[src/rtl/uart_rx_if.sv]
// Bus between the UART receive sequencer and its host/right-justify side.
// The master side drives the serial line, the frame config, the host read
// strobe and the justified word. The slave side is the receive controller.
interface uart_rx_if;
  logic        RX;
  logic [18:0] K;
  logic        EIGHT;
  logic        PEN;
  logic        OHEL;
  logic        READ;
  logic [9:0]  Q;
  logic        EIGHT_L;
  logic        PEN_L;
  logic [9:0]  Q_J;
  logic [7:0]  DATA;
  logic        RXRDY;
  logic        PERR;
  logic        FERR;
  logic        OVF;

  modport master (
    output RX, K, EIGHT, PEN, OHEL, READ, Q_J,
    input  Q, EIGHT_L, PEN_L, DATA, RXRDY, PERR, FERR, OVF
  );

  modport slave (
    input  RX, K, EIGHT, PEN, OHEL, READ, Q_J,
    output Q, EIGHT_L, PEN_L, DATA, RXRDY, PERR, FERR, OVF
  );
endinterface

[src/rtl/uart_rx_controller.sv]
// UART receive sequencer: synchronises RX, validates the start bit at half a
// bit time, samples the remaining bits mid-bit into a 10-bit shift register,
// then checks parity/framing on the right-justified word and raises RXRDY.
module uart_rx_controller (
  input  logic     clk,
  input  logic     reset_n,
  uart_rx_if.slave bus
);

  typedef enum logic [1:0] {IDLE, START, DATA, DONE} state_t;

  state_t      state, state_nxt;
  logic        rx_m, rx_s;
  logic        armed;
  logic [18:0] baud_cnt;
  logic [3:0]  bit_cnt;
  logic        eight_l, pen_l, ohel_l;
  logic [9:0]  q;
  logic [7:0]  data;
  logic        rxrdy, perr, ferr, ovf;

  logic [3:0]  n_bits;
  logic [18:0] half_k;
  logic        start_hit, half_tc, bit_tc, last_bit;
  logic [7:0]  word;

  // Parity error: enabled frames whose received parity bit disagrees with
  // the XOR of the data bits folded with the odd/even select.
  function automatic logic parity_err(input logic [7:0] d, input logic par,
                                      input logic odd, input logic en);
    return en & (par != ((^d) ^ odd));
  endfunction

  // Stop bit position in the justified word depends on data width and parity.
  function automatic logic stop_of(input logic [9:0] qj, input logic e,
                                   input logic p);
    if (e & p)      return qj[9];
    else if (e ^ p) return qj[8];
    else            return qj[7];
  endfunction

  assign n_bits    = 4'd8 + {3'b000, eight_l} + {3'b000, pen_l};
  assign half_k    = bus.K >> 1;
  // Compare with >= so a K reduced mid-bit still wraps instead of overrunning.
  assign half_tc   = baud_cnt >= (half_k - 19'd1);
  assign bit_tc    = baud_cnt >= (bus.K - 19'd1);
  assign last_bit  = (bit_cnt + 4'd1) == n_bits;
  assign start_hit = armed & ~rx_s;
  assign word      = eight_l ? bus.Q_J[7:0] : {1'b0, bus.Q_J[6:0]};

  // Two-flop synchroniser for the asynchronous serial line (idles high).
  always_ff @(posedge clk or negedge reset_n) begin
    if (!reset_n) begin
      rx_m <= 1'b1;
      rx_s <= 1'b1;
    end else begin
      rx_m <= bus.RX;
      rx_s <= rx_m;
    end
  end

  // FSM state register.
  always_ff @(posedge clk or negedge reset_n) begin
    if (!reset_n) state <= IDLE;
    else          state <= state_nxt;
  end

  // FSM next-state logic.
  always_comb begin
    state_nxt = state;
    case (state)
      IDLE:    if (start_hit) state_nxt = START;
      START:   if (half_tc) state_nxt = rx_s ? IDLE : DATA;
      DATA:    if (bit_tc && last_bit) state_nxt = DONE;
      DONE:    state_nxt = IDLE;
      default: state_nxt = IDLE;
    endcase
  end

  // Baud and bit counters; both held at zero outside START/DATA.
  always_ff @(posedge clk or negedge reset_n) begin
    if (!reset_n) begin
      baud_cnt <= '0;
      bit_cnt  <= '0;
    end else begin
      case (state)
        START: baud_cnt <= half_tc ? 19'd0 : baud_cnt + 19'd1;
        DATA: begin
          if (bit_tc) begin
            baud_cnt <= '0;
            bit_cnt  <= bit_cnt + 4'd1;
          end else begin
            baud_cnt <= baud_cnt + 19'd1;
          end
        end
        default: begin
          baud_cnt <= '0;
          bit_cnt  <= '0;
        end
      endcase
    end
  end

  // Mid-bit samples enter at the MSB so right-justify can align by shifting.
  always_ff @(posedge clk or negedge reset_n) begin
    if (!reset_n)                   q <= 10'h3FF;
    else if (state == DATA && bit_tc) q <= {rx_s, q[9:1]};
  end

  // Arm on an idle-high line; latch frame config on the start edge.
  // Disarming after each frame keeps a held-low break from retriggering.
  always_ff @(posedge clk or negedge reset_n) begin
    if (!reset_n) begin
      armed   <= 1'b0;
      eight_l <= 1'b0;
      pen_l   <= 1'b0;
      ohel_l  <= 1'b0;
    end else if (state == IDLE) begin
      if (rx_s) armed <= 1'b1;
      if (start_hit) begin
        eight_l <= bus.EIGHT;
        pen_l   <= bus.PEN;
        ohel_l  <= bus.OHEL;
      end
    end else if (state == DONE) begin
      armed <= 1'b0;
    end
  end

  // Host-facing byte and flags; a frame completion wins over a coincident READ.
  always_ff @(posedge clk or negedge reset_n) begin
    if (!reset_n) begin
      data  <= 8'h00;
      rxrdy <= 1'b0;
      perr  <= 1'b0;
      ferr  <= 1'b0;
      ovf   <= 1'b0;
    end else if (state == DONE) begin
      data  <= word;
      rxrdy <= 1'b1;
      perr  <= parity_err(word, eight_l ? bus.Q_J[8] : bus.Q_J[7], ohel_l, pen_l);
      ferr  <= ~stop_of(bus.Q_J, eight_l, pen_l);
      ovf   <= ~bus.READ & (rxrdy | ovf);
    end else if (bus.READ) begin
      rxrdy <= 1'b0;
      perr  <= 1'b0;
      ferr  <= 1'b0;
      ovf   <= 1'b0;
    end
  end

  assign bus.Q       = q;
  assign bus.EIGHT_L = eight_l;
  assign bus.PEN_L   = pen_l;
  assign bus.DATA    = data;
  assign bus.RXRDY   = rxrdy;
  assign bus.PERR    = perr;
  assign bus.FERR    = ferr;
  assign bus.OVF     = ovf;

endmodule

[src/flat_wrapper.sv]
// flat-port wrapper written by rule: the top's interface ports become plain ports
module uart_rx_controller_flat 
  (clk, reset_n, bus_RX, bus_K, bus_EIGHT, bus_PEN, bus_OHEL, bus_READ, bus_Q_J, bus_Q, bus_EIGHT_L, bus_PEN_L, bus_DATA, bus_RXRDY, bus_PERR, bus_FERR, bus_OVF);
  uart_rx_if bus_i ();
  input  logic clk;
  input  logic reset_n;
  input wire logic [$bits(bus_i.RX)-1:0] bus_RX;
  input wire logic [$bits(bus_i.K)-1:0] bus_K;
  input wire logic [$bits(bus_i.EIGHT)-1:0] bus_EIGHT;
  input wire logic [$bits(bus_i.PEN)-1:0] bus_PEN;
  input wire logic [$bits(bus_i.OHEL)-1:0] bus_OHEL;
  input wire logic [$bits(bus_i.READ)-1:0] bus_READ;
  input wire logic [$bits(bus_i.Q_J)-1:0] bus_Q_J;
  output wire logic [$bits(bus_i.Q)-1:0] bus_Q;
  output wire logic [$bits(bus_i.EIGHT_L)-1:0] bus_EIGHT_L;
  output wire logic [$bits(bus_i.PEN_L)-1:0] bus_PEN_L;
  output wire logic [$bits(bus_i.DATA)-1:0] bus_DATA;
  output wire logic [$bits(bus_i.RXRDY)-1:0] bus_RXRDY;
  output wire logic [$bits(bus_i.PERR)-1:0] bus_PERR;
  output wire logic [$bits(bus_i.FERR)-1:0] bus_FERR;
  output wire logic [$bits(bus_i.OVF)-1:0] bus_OVF;
  assign bus_i.RX = bus_RX;
  assign bus_i.K = bus_K;
  assign bus_i.EIGHT = bus_EIGHT;
  assign bus_i.PEN = bus_PEN;
  assign bus_i.OHEL = bus_OHEL;
  assign bus_i.READ = bus_READ;
  assign bus_i.Q_J = bus_Q_J;
  assign bus_Q = bus_i.Q;
  assign bus_EIGHT_L = bus_i.EIGHT_L;
  assign bus_PEN_L = bus_i.PEN_L;
  assign bus_DATA = bus_i.DATA;
  assign bus_RXRDY = bus_i.RXRDY;
  assign bus_PERR = bus_i.PERR;
  assign bus_FERR = bus_i.FERR;
  assign bus_OVF = bus_i.OVF;
  uart_rx_controller u_core (.clk(clk), .reset_n(reset_n), .bus(bus_i));
endmodule
[config.mk]
export PLATFORM = sky130hd
export DESIGN_NAME = uart_rx_controller_flat
export DESIGN_NICKNAME = d
export VERILOG_FILES = /design/src/rtl/uart_rx_if.sv /design/src/rtl/uart_rx_controller.sv /design/src/flat_wrapper.sv
export SDC_FILE = /design/constraint.sdc
export NUM_CORES = 1
export LEC_CHECK = 0
export CORE_ASPECT_RATIO = 1.4
export CORE_MARGIN = 3
export CORE_UTILIZATION = 51
export CTS_BUF_LIST = sky130_fd_sc_hd__clkbuf_2
export DETAILED_ROUTE_END_ITERATION = 10
export PLACE_DENSITY = 0.83
export SLEW_MARGIN = 15
export SYNTH_ARGS = -nofsm -noshare
export SYNTH_HDL_FRONTEND = slang
export SYNTH_SLANG_ARGS = --single-unit
[constraint.sdc]
create_clock -name clk -period 2.1 [get_ports clk]
set_input_delay 0.525 -clock clk [delete_from_list [all_inputs] [get_ports clk]]
set_output_delay 0.525 -clock clk [all_outputs]
set_load 0.03 [all_outputs]
-- Word-level counts from Yosys, hierarchy flattened
Index checks and enable logic that the tools add are counted.
- add/sub/neg operators: 6
- order comparisons: 2
- reduce and logical (&&, ||, !) cells: 10
- divide/modulo/power cells: 0
- eq/ne operators: 10
- mux-type cells: 23
- shifts and indexed selects: 0
- $mul: 0
- bitwise operators: 11
- operators by type and width (operator ; number):
    >= comparator 19 bit ; 2
    2-to-1 mux 19 bit ; 2
    one-hot mux 19 bit (2 select lines) ; 1
    adder 19 x 1 -> 19 bit, second input constant ; 1
    subtractor 18 x 1 -> 19 bit, second input constant ; 1
    subtractor 19 x 1 -> 19 bit, second input constant ; 1
    2-to-1 mux 1 bit ; 12
    != test 2 x 1 -> 1 bit, second input constant ; 5
    2-to-1 mux 2 bit ; 4
    2-to-1 mux 8 bit ; 1
    one-hot mux 2 bit (4 select lines) ; 1
    one-hot mux 4 bit (2 select lines) ; 1
    parity 8 bit ; 1
    AND reduction 2 bit ; 3
    adder 4 x 1 -> 4 bit ; 1
    adder 4 x 1 -> 4 bit, first input constant ; 1
    adder 4 x 1 -> 4 bit, second input constant ; 1
    bitwise AND 1 bit ; 4
    equality test 2 bit, second input constant ; 2
    equality test 4 bit ; 1
    2-to-1 mux 4 bit ; 1
    inverter 1 bit ; 4
    nonzero test 2 bit ; 2
    AND reduction 3 bit ; 1
    other kinds (6) ; 8
- bits in latches: 0
- register bits: 53
- bits of input ports: 36
- memories kept: 0
- memory bits (read-only): 0
- RAM bits: 0
- output and inout bits: 24

-- Depth between registers and ports, before layout
- depth after elaboration: 6
- depth in mapped cells: 17
- mapped depth without buffers: 15

-- Least setup slack after synthesis
OpenSTA, ideal clock, no wires.
- path type: input port to flip-flop
- start: input port bus_K[1]
- end: register u_core.baud_cnt[0]
- buffers on the path: 2
- stages on the path: 16
- setup time: 0.125 ns
- arrival time: 3.707 ns
- setup slack: -1.732 ns
- path through: inv_1 > ha_1 > or3b_4 > nor4_4 > nand3_2 > or3_4 > nor2_1 > xnor2_1 > ha_1 > nand4_1 > or4_4 > o2111ai_2 > o21a_1 > buf_4 > buf_6 > nor3b_1
- cells in the longest elaborated chain, start to end: 4
- elaborated cells on any way between the ends: 7
- those cells by class: 2 x add/sub; 2 x order compare; 3 x mux
- RTL lines (item ; RTL line ; RTL):
    start, declared ; flat_wrapper.sv:8 ; input wire logic [$bits(bus_i.K)-1:0] bus_K;
    subtractor 19 x 1 -> 19 bit or subtractor 18 x 1 -> 19 bit (tied branches) ; uart_rx_controller.sv:46, uart_rx_controller.sv:45 ;
    >= comparator 19 bit (on tied branches) ; uart_rx_controller.sv:46, uart_rx_controller.sv:45 ;
    2-to-1 mux 19 bit (on tied branches) ; uart_rx_controller.sv:89, uart_rx_controller.sv:87 ;
    one-hot mux 19 bit (2 select lines) (*) ; uart_rx_controller.sv:86 ; case (state)
    end signal, assigned ; uart_rx_controller.sv:87 ; START: baud_cnt <= half_tc ? 19'd0 : baud_cnt + 19'd1;
    end signal, assigned ; uart_rx_controller.sv:93 ; baud_cnt <= baud_cnt + 19'd1;
    end, declared ; uart_rx_controller.sv:15 ; logic [18:0] baud_cnt;
Mark *: on every way between the ends. The rest lies on a longest branch, timed or not.
A chain may end at the register's enable or synchronous reset.

-- Final worst setup path
- start: input port bus_K[1]
- end: register u_core.q[1], in the netlist u_core.bus.Q[1]
- cells in the longest elaborated chain, start to end: 3
- RTL lines (item ; RTL line ; RTL):
    subtractor 19 x 1 -> 19 bit ; uart_rx_controller.sv:46 ; assign bit_tc = baud_cnt >= (bus.K - 19'd1);
    >= comparator 19 bit ; uart_rx_controller.sv:46 ;
    logical AND 1 bit ; uart_rx_controller.sv:107 ; else if (state == DATA && bit_tc) q <= {rx_s, q[9:1]};
    end signal, assigned ; uart_rx_controller.sv:107 ;
    end, declared ; uart_rx_controller.sv:18 ; logic [9:0] q;
Every way passes these cells.

==> impl_metrics.yaml <==
logic_synthesis:
  yosysMostFrequentCell: "ha_1"
  syn_nets: 478
  mappedNetlistArea_sq_um: 3950
  synth_warnings: 0
  synth_commonest_cells: "ha_1, dfrtp_1, xnor2_1, xor2_1, nand2_1"
  seq_area_frac_synth: 0.339
  yosys_register_bits: 53
  syn_inst: 395
  yosysTopAreaCellShare: 0.260
  synth_edf_count: 0
  synthDistinctLibCells: 52
  async_reset_ff_frac: 1.00
  yosysTopAreaCell: "dfrtp_1"
  synth_area_leaders: "dfrtp_1, ha_1, dfstp_2, xnor2_1, xor2_1"
  synth_top_flop_cell: "dfrtp_1"
  syn_avg_cell_area_sq_um: 10.0
place:
  io_buffers: 59
  place_hpwl_microns: 7850
  dp_slack_ns: -2.49
  dp_cells: 615
  gp_congestion: 0.848
  placed_area_sq_um: 5270
clock_network:
  htree_num_levels: 2
  numCtsBuffers: 5
  clkTransAtPathRegs_ns: 0.26
  clockBufferDepth: 2
  cts.sinks: 53
  insertion_delay_ns: 0.50
  cts_tree: "built"
  cts_root_buf: "clkbuf_2"
detailed_routing:
  viasPerCell: 5.69
  drt-initial-drc-count: 144
  wl_per_cell_microns: 18.2
  ant_nets: 0
  drt_pass1_iterations: 4
  drcViolationCount: 0
  vias: 3667
  routed_wl_microns: 11700
pwr:
  p_seq_frac: 0.299
  ir_worst_vdd_v: 0.000864
  switching_share: 0.395
  switchingPower_w: 0.00174
  combPwrFrac: 0.575
  p_leak_nw: 2.66
  p_int_w: 0.00267
  p_clk_frac: 0.126
  p_per_area_nw_per_um2: 754
min_path:
  min_path_cells: 0
  hp-class: "flip-flop to flip-flop"
floorplan:
  die_area_sq_um: 8860
  die_x_microns: 80.4
  floorplan.initialDensity: 0.530
  die_h_microns: 110
  core_sq_um: 7450
  rows: 37
  io_pins: 60
sta:
  skew_ns: 0.0266
  hold_violations: 0
  fin_crit_sh: 1.75
  rsz0062_at_grt: "true"
  period_minus_slack_ns: 3.68
  fmax_ghz: 0.272
  setup-violations-final: 35
  maxSlewHeadroom: 0.588
  tightest_slew_ns: 0.619
  fin_ws_ns: -1.58
  slew_viol_final: 0
final_layout:
  fin_cells: 644
  layout-drive-gt1-share: 0.338
  synthToLayoutAreaGrowth_pct: 48.0
  fin_nets: 629
  design_area_sq_um: 5850
  fill_cells: 498
  n_antenna_cell: 0
grt:
  grt_util_all_layers: 0.274
  antenna_found_initial: 0
  grt_overflow: 0
  grt_max_degree: 24
  grt_pass1_vias: 4012
  grt_pass1_wl_microns: 18600
setup_path:
  critPathMaxFanout: 7
  reg2reg_depth: 8
  r2r_slack_ns: -0.39
  crit_required_ns: 2.55
  r2r-end: "u_core.bus.Q[1]"
  cp-endpoint: "u_core.bus.Q[1]"
  crit_path_start_kind: "input port"
  r2r_start: "u_core.baud_cnt[14]"
  critPathCaptureType: "flip-flop"
  worstSetupPathType: "input port to flip-flop"
  arrival_ns: 4.13
  crit_path_start: "bus_K[1]"
run_status:
  outcome: "complete, but fails checks"
  violations: "setup timing"
run:
  drv_cap: 0
-- through the flow --
step	util	setup TNS, ns	hold slack [ns]	total power, W
2_1_floorplan	-	-53.85	0.229	0.00254
3_3_place_gp	0.707	-82.95	0.347	0.00320
3_5_place_dp	0.707	-85.83	0.348	0.00328
4_1_cts	0.770	-49.73	0.378	0.00425
5_1_grt	0.785	-54.47	0.383	0.00462
6_report	0.785	-52.47	0.377	0.00441
-- power groups by stage --
stage	registers (W)	logic, W	clock network, W
final	0.00132	0.00254	0.000556
after global routing	0.00134	0.00268	0.000601
after CTS	0.00132	0.00237	0.000562
after detailed placement	0.00134	0.00194	0
after global placement	0.00133	0.00187	0
after floorplan	0.00158	0.000963	0
-- metal layers --
| metal | vias up | track usage | share of wire |
|---|---|---|---|
| met2 | 117 | 0.523 | 0.54 |
| met3 | 49 | 0.0398 | 0.036 |
| met5 | - | 0 | 0 |
| li1 | 1717 | - | - |
| met4 | 0 | 0.165 | 0.056 |
| met1 | 1784 | 0.276 | 0.37 |
-- final cells by class --
type	instances	area, sq um	share of cell area
Multi-Input combinational cell	315	2810	0.480
Timing Repair Buffer	154	1420	0.242
Sequential cell	53	1340	0.229
Tap cell	97	121	0.0207
Inverter	17	92.6	0.0158
Clock inverter	3	45.0	0.00770
Clock buffer	5	25.0	0.00428
-- what timing repair did --
item | 4_1_cts | 5_1_grt
gates cloned | 3 | 0
resized for setup | 84 | 24
setup buffers | 17 | 3
hold endpoints to repair | 5 | 0
endpoints found under the setup margin | 59 | 35
pin swaps | 15 | 27
hold buffers | 1 | 0
-- worst min path at each step --
stage,from,end,slack (ns)
final,u_core.rx_m,u_core.rx_s,0.38
after CTS,u_core.rx_m,u_core.rx_s,0.38
after global placement,u_core.rx_m,u_core.rx_s,0.35
after detailed placement,u_core.rx_m,u_core.rx_s,0.35
after global routing,bus_RX,u_core.rx_m,0.38
after floorplan,reset_n,async pin,0.23
-- state kept, by name, summed over array words and instances, names as in the netlist, 4 cells and up, named ones only --
name,count
u_core.bus.Q,10
u_core.baud_cnt,19
u_core.bus.DATA,8
u_core.bit_cnt,4
-- cells in the final DEF, fill, tap and decap left out, types with 15 or more instances in the layout --
cell	n
a21oi_1	17
buf_4	80
clkdlybuf4s50_1	30
dfrtp_1	41
dlygate4sd2_1	26
ha_1	45
inv_1	15
mux2_2	19
nand2_1	26
nor2_1	20
xnor2_1	35
xor2_1	27
-- logic make-up (layout without fill, tap and decap cells) --
kind of cell | count (synthesis) | count (layout) | synth area share
adder cells (fa/ha/maj) | 47 | 47 | 0.149
AO/OA/AOI/OAI | 51 | 51 | 0.0839
XOR/XNOR | 63 | 63 | 0.140
flip-flops | 53 | 53 | 0.339
buffers and inverters | 27 | 179 | 0.0304
AND/OR/NAND/NOR | 131 | 131 | 0.193
multiplexers | 23 | 23 | 0.0646
-- worst max-delay path, cell delays in order --
cell	delay [ns]
buf_12	0.11
inv_16	0.04
ha_4	0.11
or3b_4	0.39
nor4_4	0.28
buf_4	0.18
nand3_2	0.08
or3_4	0.41
nor2_4	0.14
xnor2_2	0.08
ha_1	0.29
nand4_1	0.12
or4_4	0.50
buf_6	0.15
o211ai_4	0.18
nand2_4	0.09
buf_12	0.15
mux2_4	0.30
Power figures use the tool's default switching activity.
